**src/rtl/sliced_logic_unit_if.sv**
```systemverilog
// Start/done bus between the ALU controller (master) and the sliced logic unit (slave).
// Operands are sampled only on an accepted start; result/zero are valid from done onward.
interface sliced_logic_unit_if #(
  parameter int WIDTH = 32
);
  logic             start;
  logic [1:0]       op;
  logic [WIDTH-1:0] a;
  logic [WIDTH-1:0] b;
  logic             busy;
  logic             done;
  logic [WIDTH-1:0] result;
  logic             zero;

  modport master (
    output start, op, a, b,
    input  busy, done, result, zero
  );

  modport slave (
    input  start, op, a, b,
    output busy, done, result, zero
  );
endinterface

```
**src/rtl/sliced_logic_unit.sv**
```systemverilog
// Multi-cycle bitwise logic unit (AND/OR/XOR/NOR) that evaluates SLICE bits per cycle.
// Handshake: start is taken only while idle (busy=0); done pulses one cycle with result/zero valid.
module sliced_logic_unit #(
  parameter int WIDTH = 32,
  parameter int SLICE = 8
) (
  input  logic                clk,
  input  logic                rst_n,
  sliced_logic_unit_if.slave  bus,
  output logic [1:0]          state_dbg
);

  localparam int NSL = WIDTH / SLICE;
  localparam int CW  = (NSL > 1) ? $clog2(NSL) : 1;
  localparam logic [CW-1:0] CNT_LAST = CW'(NSL - 1);

  if (WIDTH % SLICE != 0) begin : g_bad_slice
    $fatal(1, "sliced_logic_unit: WIDTH must be a multiple of SLICE");
  end

  typedef enum logic [1:0] {
    S_IDLE = 2'd0,
    S_RUN  = 2'd1,
    S_DONE = 2'd2
  } state_e;

  state_e           state_q, state_d;
  logic [CW-1:0]    cnt_q, cnt_d;
  logic [1:0]       op_q, op_d;
  logic [WIDTH-1:0] a_q, a_d;
  logic [WIDTH-1:0] b_q, b_d;
  logic [WIDTH-1:0] work_q, work_d;
  logic [WIDTH-1:0] result_q, result_d;
  logic             zero_q, zero_d;

  int               slice_base;
  logic [SLICE-1:0] a_sl;
  logic [SLICE-1:0] b_sl;
  logic [SLICE-1:0] f_sl;
  logic [WIDTH-1:0] work_merged;

  always_comb begin
    state_d  = state_q;
    cnt_d    = cnt_q;
    op_d     = op_q;
    a_d      = a_q;
    b_d      = b_q;
    work_d   = work_q;
    result_d = result_q;
    zero_d   = zero_q;

    slice_base = int'(cnt_q) * SLICE;
    a_sl       = a_q[slice_base +: SLICE];
    b_sl       = b_q[slice_base +: SLICE];
    case (op_q)
      2'b00:   f_sl = a_sl & b_sl;
      2'b01:   f_sl = a_sl | b_sl;
      2'b10:   f_sl = a_sl ^ b_sl;
      default: f_sl = ~(a_sl | b_sl);
    endcase
    // Completed word with the current slice merged in, used for the final load.
    work_merged = work_q;
    work_merged[slice_base +: SLICE] = f_sl;

    case (state_q)
      S_IDLE: begin
        if (bus.start) begin
          a_d     = bus.a;
          b_d     = bus.b;
          op_d    = bus.op;
          cnt_d   = '0;
          work_d  = '0;
          state_d = S_RUN;
        end
      end
      S_RUN: begin
        work_d = work_merged;
        cnt_d  = cnt_q + CW'(1);
        if (cnt_q == CNT_LAST) begin
          state_d  = S_DONE;
          result_d = work_merged;
          zero_d   = (work_merged == '0);
        end
      end
      S_DONE:  state_d = S_IDLE;
      default: state_d = S_IDLE;
    endcase
  end

  always_ff @(posedge clk or negedge rst_n) begin
    if (!rst_n) begin
      state_q  <= S_IDLE;
      cnt_q    <= '0;
      op_q     <= '0;
      a_q      <= '0;
      b_q      <= '0;
      work_q   <= '0;
      result_q <= '0;
      zero_q   <= 1'b1;
    end else begin
      state_q  <= state_d;
      cnt_q    <= cnt_d;
      op_q     <= op_d;
      a_q      <= a_d;
      b_q      <= b_d;
      work_q   <= work_d;
      result_q <= result_d;
      zero_q   <= zero_d;
    end
  end

  assign bus.busy   = (state_q != S_IDLE);
  assign bus.done   = (state_q == S_DONE);
  assign bus.result = result_q;
  assign bus.zero   = zero_q;
  assign state_dbg  = state_q;

endmodule

```
**src/flat_wrapper.sv**
```systemverilog
// flat-port wrapper written by rule: the top's interface ports become plain ports
module sliced_logic_unit_flat 
#(
  parameter int WIDTH = 32,
  parameter int SLICE = 8
)
  (clk, rst_n, state_dbg, bus_start, bus_op, bus_a, bus_b, bus_busy, bus_done, bus_result, bus_zero);
  sliced_logic_unit_if #(.WIDTH(WIDTH)) bus_i ();
  input  logic clk;
  input  logic rst_n;
  output logic [1:0] state_dbg;
  input wire logic [$bits(bus_i.start)-1:0] bus_start;
  input wire logic [$bits(bus_i.op)-1:0] bus_op;
  input wire logic [$bits(bus_i.a)-1:0] bus_a;
  input wire logic [$bits(bus_i.b)-1:0] bus_b;
  output wire logic [$bits(bus_i.busy)-1:0] bus_busy;
  output wire logic [$bits(bus_i.done)-1:0] bus_done;
  output wire logic [$bits(bus_i.result)-1:0] bus_result;
  output wire logic [$bits(bus_i.zero)-1:0] bus_zero;
  assign bus_i.start = bus_start;
  assign bus_i.op = bus_op;
  assign bus_i.a = bus_a;
  assign bus_i.b = bus_b;
  assign bus_busy = bus_i.busy;
  assign bus_done = bus_i.done;
  assign bus_result = bus_i.result;
  assign bus_zero = bus_i.zero;
  sliced_logic_unit #(.WIDTH(WIDTH), .SLICE(SLICE)) u_core (.clk(clk), .rst_n(rst_n), .bus(bus_i), .state_dbg(state_dbg));
endmodule
```
**config.mk**
```make
export PLATFORM = sky130hd
export DESIGN_NAME = sliced_logic_unit_flat
export DESIGN_NICKNAME = d
export VERILOG_FILES = /design/src/rtl/sliced_logic_unit_if.sv /design/src/rtl/sliced_logic_unit.sv /design/src/flat_wrapper.sv
export SDC_FILE = /design/constraint.sdc
export NUM_CORES = 1
export LEC_CHECK = 0
export ABC_AREA = 1
export CELL_PAD_IN_SITES_DETAIL_PLACEMENT = 2
export CELL_PAD_IN_SITES_GLOBAL_PLACEMENT = 2
export CORE_UTILIZATION = 36
export CTS_CLUSTER_DIAMETER = 120
export DETAILED_ROUTE_END_ITERATION = 10
export PLACE_DENSITY_LB_ADDON = 0.1
export SYNTH_ARGS = -nofsm -noshare
export SYNTH_HDL_FRONTEND = slang
export SYNTH_SLANG_ARGS = --single-unit
```
**constraint.sdc**
```tcl
create_clock -name clk -period 7.75 [get_ports clk]
set_input_delay 2.325 -clock clk [delete_from_list [all_inputs] [get_ports clk]]
set_output_delay 2.325 -clock clk [all_outputs]
set_load 0.02 [all_outputs]
```
# Word level (Yosys, flattened, before mapping)
# Cells that the tools add are included.
[word_totals]
ff_bits = 135
inputBits = 69
output_inout_bits = 37
elab_cells = 43
[classes]
add_sub_neg = 2
n_eq_ne = 7
shift = 4
n_mux = 9
bitwise_logic = 4
reduce_logical = 9
[op_table]
columns = ["cell", "n"]
rows = [
  ["$pmux W32 S2", 1],
  ["$shiftx A32 B6 Y8", 2],
  ["$neg A5 Y33", 1],
  ["$shift A8 B33 Y32 const A", 1],
  ["$shiftx A8 B33 Y32", 1],
  ["$bwmux W32", 1],
  ["$logic_not A32 Y1", 1],
  ["$mux W32", 1],
  ["$pmux W8 S3", 1],
  ["$and A8 B8 Y8", 1],
  ["$not A8 Y8", 1],
  ["$or A8 B8 Y8", 1],
  ["$pmux W2 S2", 2],
  ["$reduce_and A2 Y1", 4],
  ["$xor A8 B8 Y8", 1],
  ["$eq A2 B2 Y1 const B", 3],
  ["$mux W2", 3],
  ["$eq A2 B1 Y1 const B", 2],
  ["$logic_not A2 Y1", 2],
  ["$reduce_bool A2 Y1", 2],
  ["$add A2 B1 Y2 const B", 1],
  ["$ne A2 B1 Y1 const B", 1],
  ["$ne A2 B2 Y1 const B", 1],
]

# Longest topological paths before layout
[depth]
depth_word = 7
ltp_mapped = 19
depth_no_buf = 17

# Worst setup path before layout
# Ideal clock, no wire load.
[synth_path]
path_type = "input-to-reg"
start = "input port bus_start"
end = "register u_core.a_q[14]"
setup_time_ns = 0.125
arrival_time_ns = 3.212
required_ns = 7.625
slack_ns = 4.413
cell_stages = 4
n_path_buf = 2
path_cell_list = "nand2_1 -> buf_2 -> buf_2 -> mux2_2"
[synth_via]
elab_chain_len = 1
[synth_lines]
columns = ["item", "line", "rtl"]
rows = [
  ["from (decl)", "flat_wrapper.sv:12", "input wire logic [$bits(bus_i.start)-1:0] bus_start;"],
  ["$reduce_and A2 Y1 (no line)", "-", ""],
  ["to (signal assigned)", "sliced_logic_unit.sv:95", "a_q <= '0;"],
  ["to (signal assigned)", "sliced_logic_unit.sv:104", "a_q <= a_d;"],
  ["to (decl)", "sliced_logic_unit.sv:30", "logic [WIDTH-1:0] a_q, a_d;"],
]
# No other way between the ends.
# A chain may end at the register's enable or synchronous reset.

# Final worst setup path
[layout_path]
start = "input port bus_start"
end = "register u_core.work_q[5]"
[layout_via]
elab_chain_len = 2
[layout_lines]
columns = ["item", "line", "rtl"]
rows = [
  ["$ne A2 B2 Y1 (no line)", "-", ""],
  ["$reduce_and A2 Y1 (no line)", "-", ""],
  ["to (signal assigned)", "sliced_logic_unit.sv:106", "work_q <= work_d;"],
  ["to (decl)", "sliced_logic_unit.sv:32", "logic [WIDTH-1:0] work_q, work_d;"],
]
# No other way between the ends.

==> reports/metrics.cfg <==
[global_routing]
antenna_found_initial = 0
first_global_vias = 6214
grt_pass1_wl_um = 33210
grt_overflow = 0
grt_use_total = 0.2342
grt_max_degree = 78

[hold_path]
hp-class = flip-flop to flip-flop

[final_layout]
fin_cells = 1064
seqCellArea_um2 = 3379
layout-drive-gt1-share = 0.1401
multi_input_area_um2 = 2836
final_common_cell = nand2_1
fill_cells = 1942
area_growth_pct = 26.90
num_antenna_cells = 0
finalNetCount = 914
fin_util = 0.4686
final_cell_mix = 198 x nand2_1, 134 x dfrtp_1, 104 x clkdlybuf4s50_1

[synthesis]
postSynthCellCount = 728
synth.avg_cell_area_um2 = 9.142
yosysWarnings = 0
synth.net_count = 819
async_flop_share = 1.000
synth_area_um2 = 6655
synth-seq-area-share = 0.5078
synth_edf_count = 0
synth_cell_type_count = 27
synth_ff_type = dfrtp_1
ys_ff_latch = 135

[timing]
period_share = 0.5568
setup_viol = 0
finalCriticalPeriod_ns = 4.316
rsz0062_at_grt = false
finalSetupTns_ns = 0
hold_violations = 0
clock_skew_ns = 0.006503
drv_slew = 0
worst_slew_pin_slew_ns = 1.198
holdWs_ns = 0.4841
maxSlewHeadroom = 0.1997
fmax_mhz = 231.7

[power_and_ir_drop]
peakVddDrop_mv = 0.1999
p_leak_nw = 3.807
report.power.total_mw = 3.845
power.density_nw_per_um2 = 455.3

[clock_network]
path_clk_slew_ns = 0.06
clockRootBuffer = clkbuf_16
post-cts-setup-buffer-count = 0
cts.htree.levels = 4
cts_resized = 0
clock_sinks = 135
hold_buffers = 0
clk-insertion-delay-late_ns = 0.43
numCtsBuffers = 17
cts_tree = done
clockBufferDepth = 2

[detailed_routing]
drt-initial-drc-count = 200
num_vias = 5479
avgViaCountPerCell = 5.149
final_antenna_net_count = 0
drc = 0
first_pass_iters = 4
wire_per_inst_um = 19.32
routed_wirelength_um = 20560

[placed_design]
dpl.hpwl_um = 14300
dp.cells = 1033
place.gp.congestion = 0.8015
port_buffers = 105

[run]
maxCapViolations = 0

[floorplanning]
core-area_um2 = 18020
rows = 49
die_h_um = 138.0
die_w_um = 138.0
io_pins = 106
initial_core_util = 0.3692
fp.dieArea_um2 = 19030

[setup_path]
crit_type = input pin to flip-flop
crit_arrival_ns = 4.63
required_ns = 8.06
cp-start-kind = input pin
cp-end-kind = flip-flop
cp_max_fo = 69

[run_status]
status = complete, no violations

==> power by group <==
group	switching, mW	total, mW	internal [mW]	leakage (nW)
Clock	0.309	0.804	0.494	0.282
Sequential	0.200	1.21	1.01	1.72
Combinational	1.18	1.83	0.658	1.81
==> layer usage <==
| metal | global-route usage | vias up | part of all wire |
|---|---|---|---|
| met5 | 0 | - | 0 |
| met4 | 0.1008 | 0 | 0.030 |
| met3 | 0.04203 | 32 | 0.025 |
| met2 | 0.4203 | 96 | 0.53 |
| met1 | 0.2717 | 2765 | 0.42 |
| li1 | - | 2586 | - |
==> kinds of logic after synthesis <==
family,synth area share
buffers and inverters,0.06636
AO/OA/AOI/OAI,0.09908
flip-flops,0.5078
AND/OR/NAND/NOR,0.1754
adder cells (fa/ha/maj),0.04136
multiplexers,0.1100
==> sequential cells by signal (all words and copies together), names as in the netlist <==
register,count
u_core.bus.zero,1
u_core.a_q,32
u_core.bus.result,32
u_core.state_dbg,2
u_core.b_q,32
u_core.op_q,2
u_core.cnt_q,2
u_core.work_q,32
==> per-stage QoR <==
step	area [um2]	setup slack, ns
finish	8446	3.434
global route	8446	3.226
CTS	8446	3.358
detailed placement	7871	2.916
global placement	7871	3.158
floorplan	6655	4.413
==> worst max-delay path, cell delays in order <==
cell and delay [ns]:
clkdlybuf4s50_1 0.41, nand2_2 0.07, buf_4 0.64, nand2_1 0.38, inv_2 0.53, nand2_1 0.14, o21ai_0 0.12
==> synth_stat cells, types with 2 or more instances <==
master	instances	area [um2]
o21ai_0	76	380.4
a32oi_1	16	140.1
nor2_2	2	12.51
o22ai_1	4	25.02
nand3_2	5	50.05
buf_4	2	15.01
nor2_1	32	120.1
clkbuf_1	18	67.56
nand3_1	22	110.1
o21ai_1	4	20.02
clkinv_1	3	11.26
mux2_2	65	732.0
inv_2	3	11.26
a21oi_1	17	85.08
inv_1	68	255.2
buf_2	13	65.06
nand2_1	199	747.0
dfrtp_1	134	3353
ha_1	22	275.3
nand4_1	16	100.1
==> worst paths after layout <==
| kind | cells after the start | start | slack (ns) | end |
|---|---|---|---|---|
| worst max-delay path | 7 | bus_start | 3.43 | u_core.work_q[5]$_DFFE_PN0P_ |
| worst min register to register | 2 | u_core.bus.zero$_DFFE_PN1P_ | 0.48 | u_core.bus.zero$_DFFE_PN1P_ |
| min in group asynchronous | 1 | rst_n | 1.96 | u_core.a_q[12]$_DFFE_PN0P_ |
| worst min-delay path | 2 | u_core.bus.zero$_DFFE_PN1P_ | 0.48 | u_core.bus.zero$_DFFE_PN1P_ |
| worst max register to register | 17 | u_core.cnt_q[0]$_DFFE_PN0P_ | 3.88 | u_core.bus.zero$_DFFE_PN1P_ |
| max in group asynchronous | 2 | rst_n | 4.23 | u_core.bus.result[3]$_DFFE_PN0P_ |
==> layout make-up <==
cell class                      count  area share
Clock buffer                       22     0.05615
Clock inverter                      9     0.01185
Inverter                           75     0.03348
Multi-Input combinational cell    484      0.3359
Sequential cell                   135      0.4001
Tap cell                          229     0.03393
Timing Repair Buffer              110      0.1286
(Power assumes the default switching activity.)
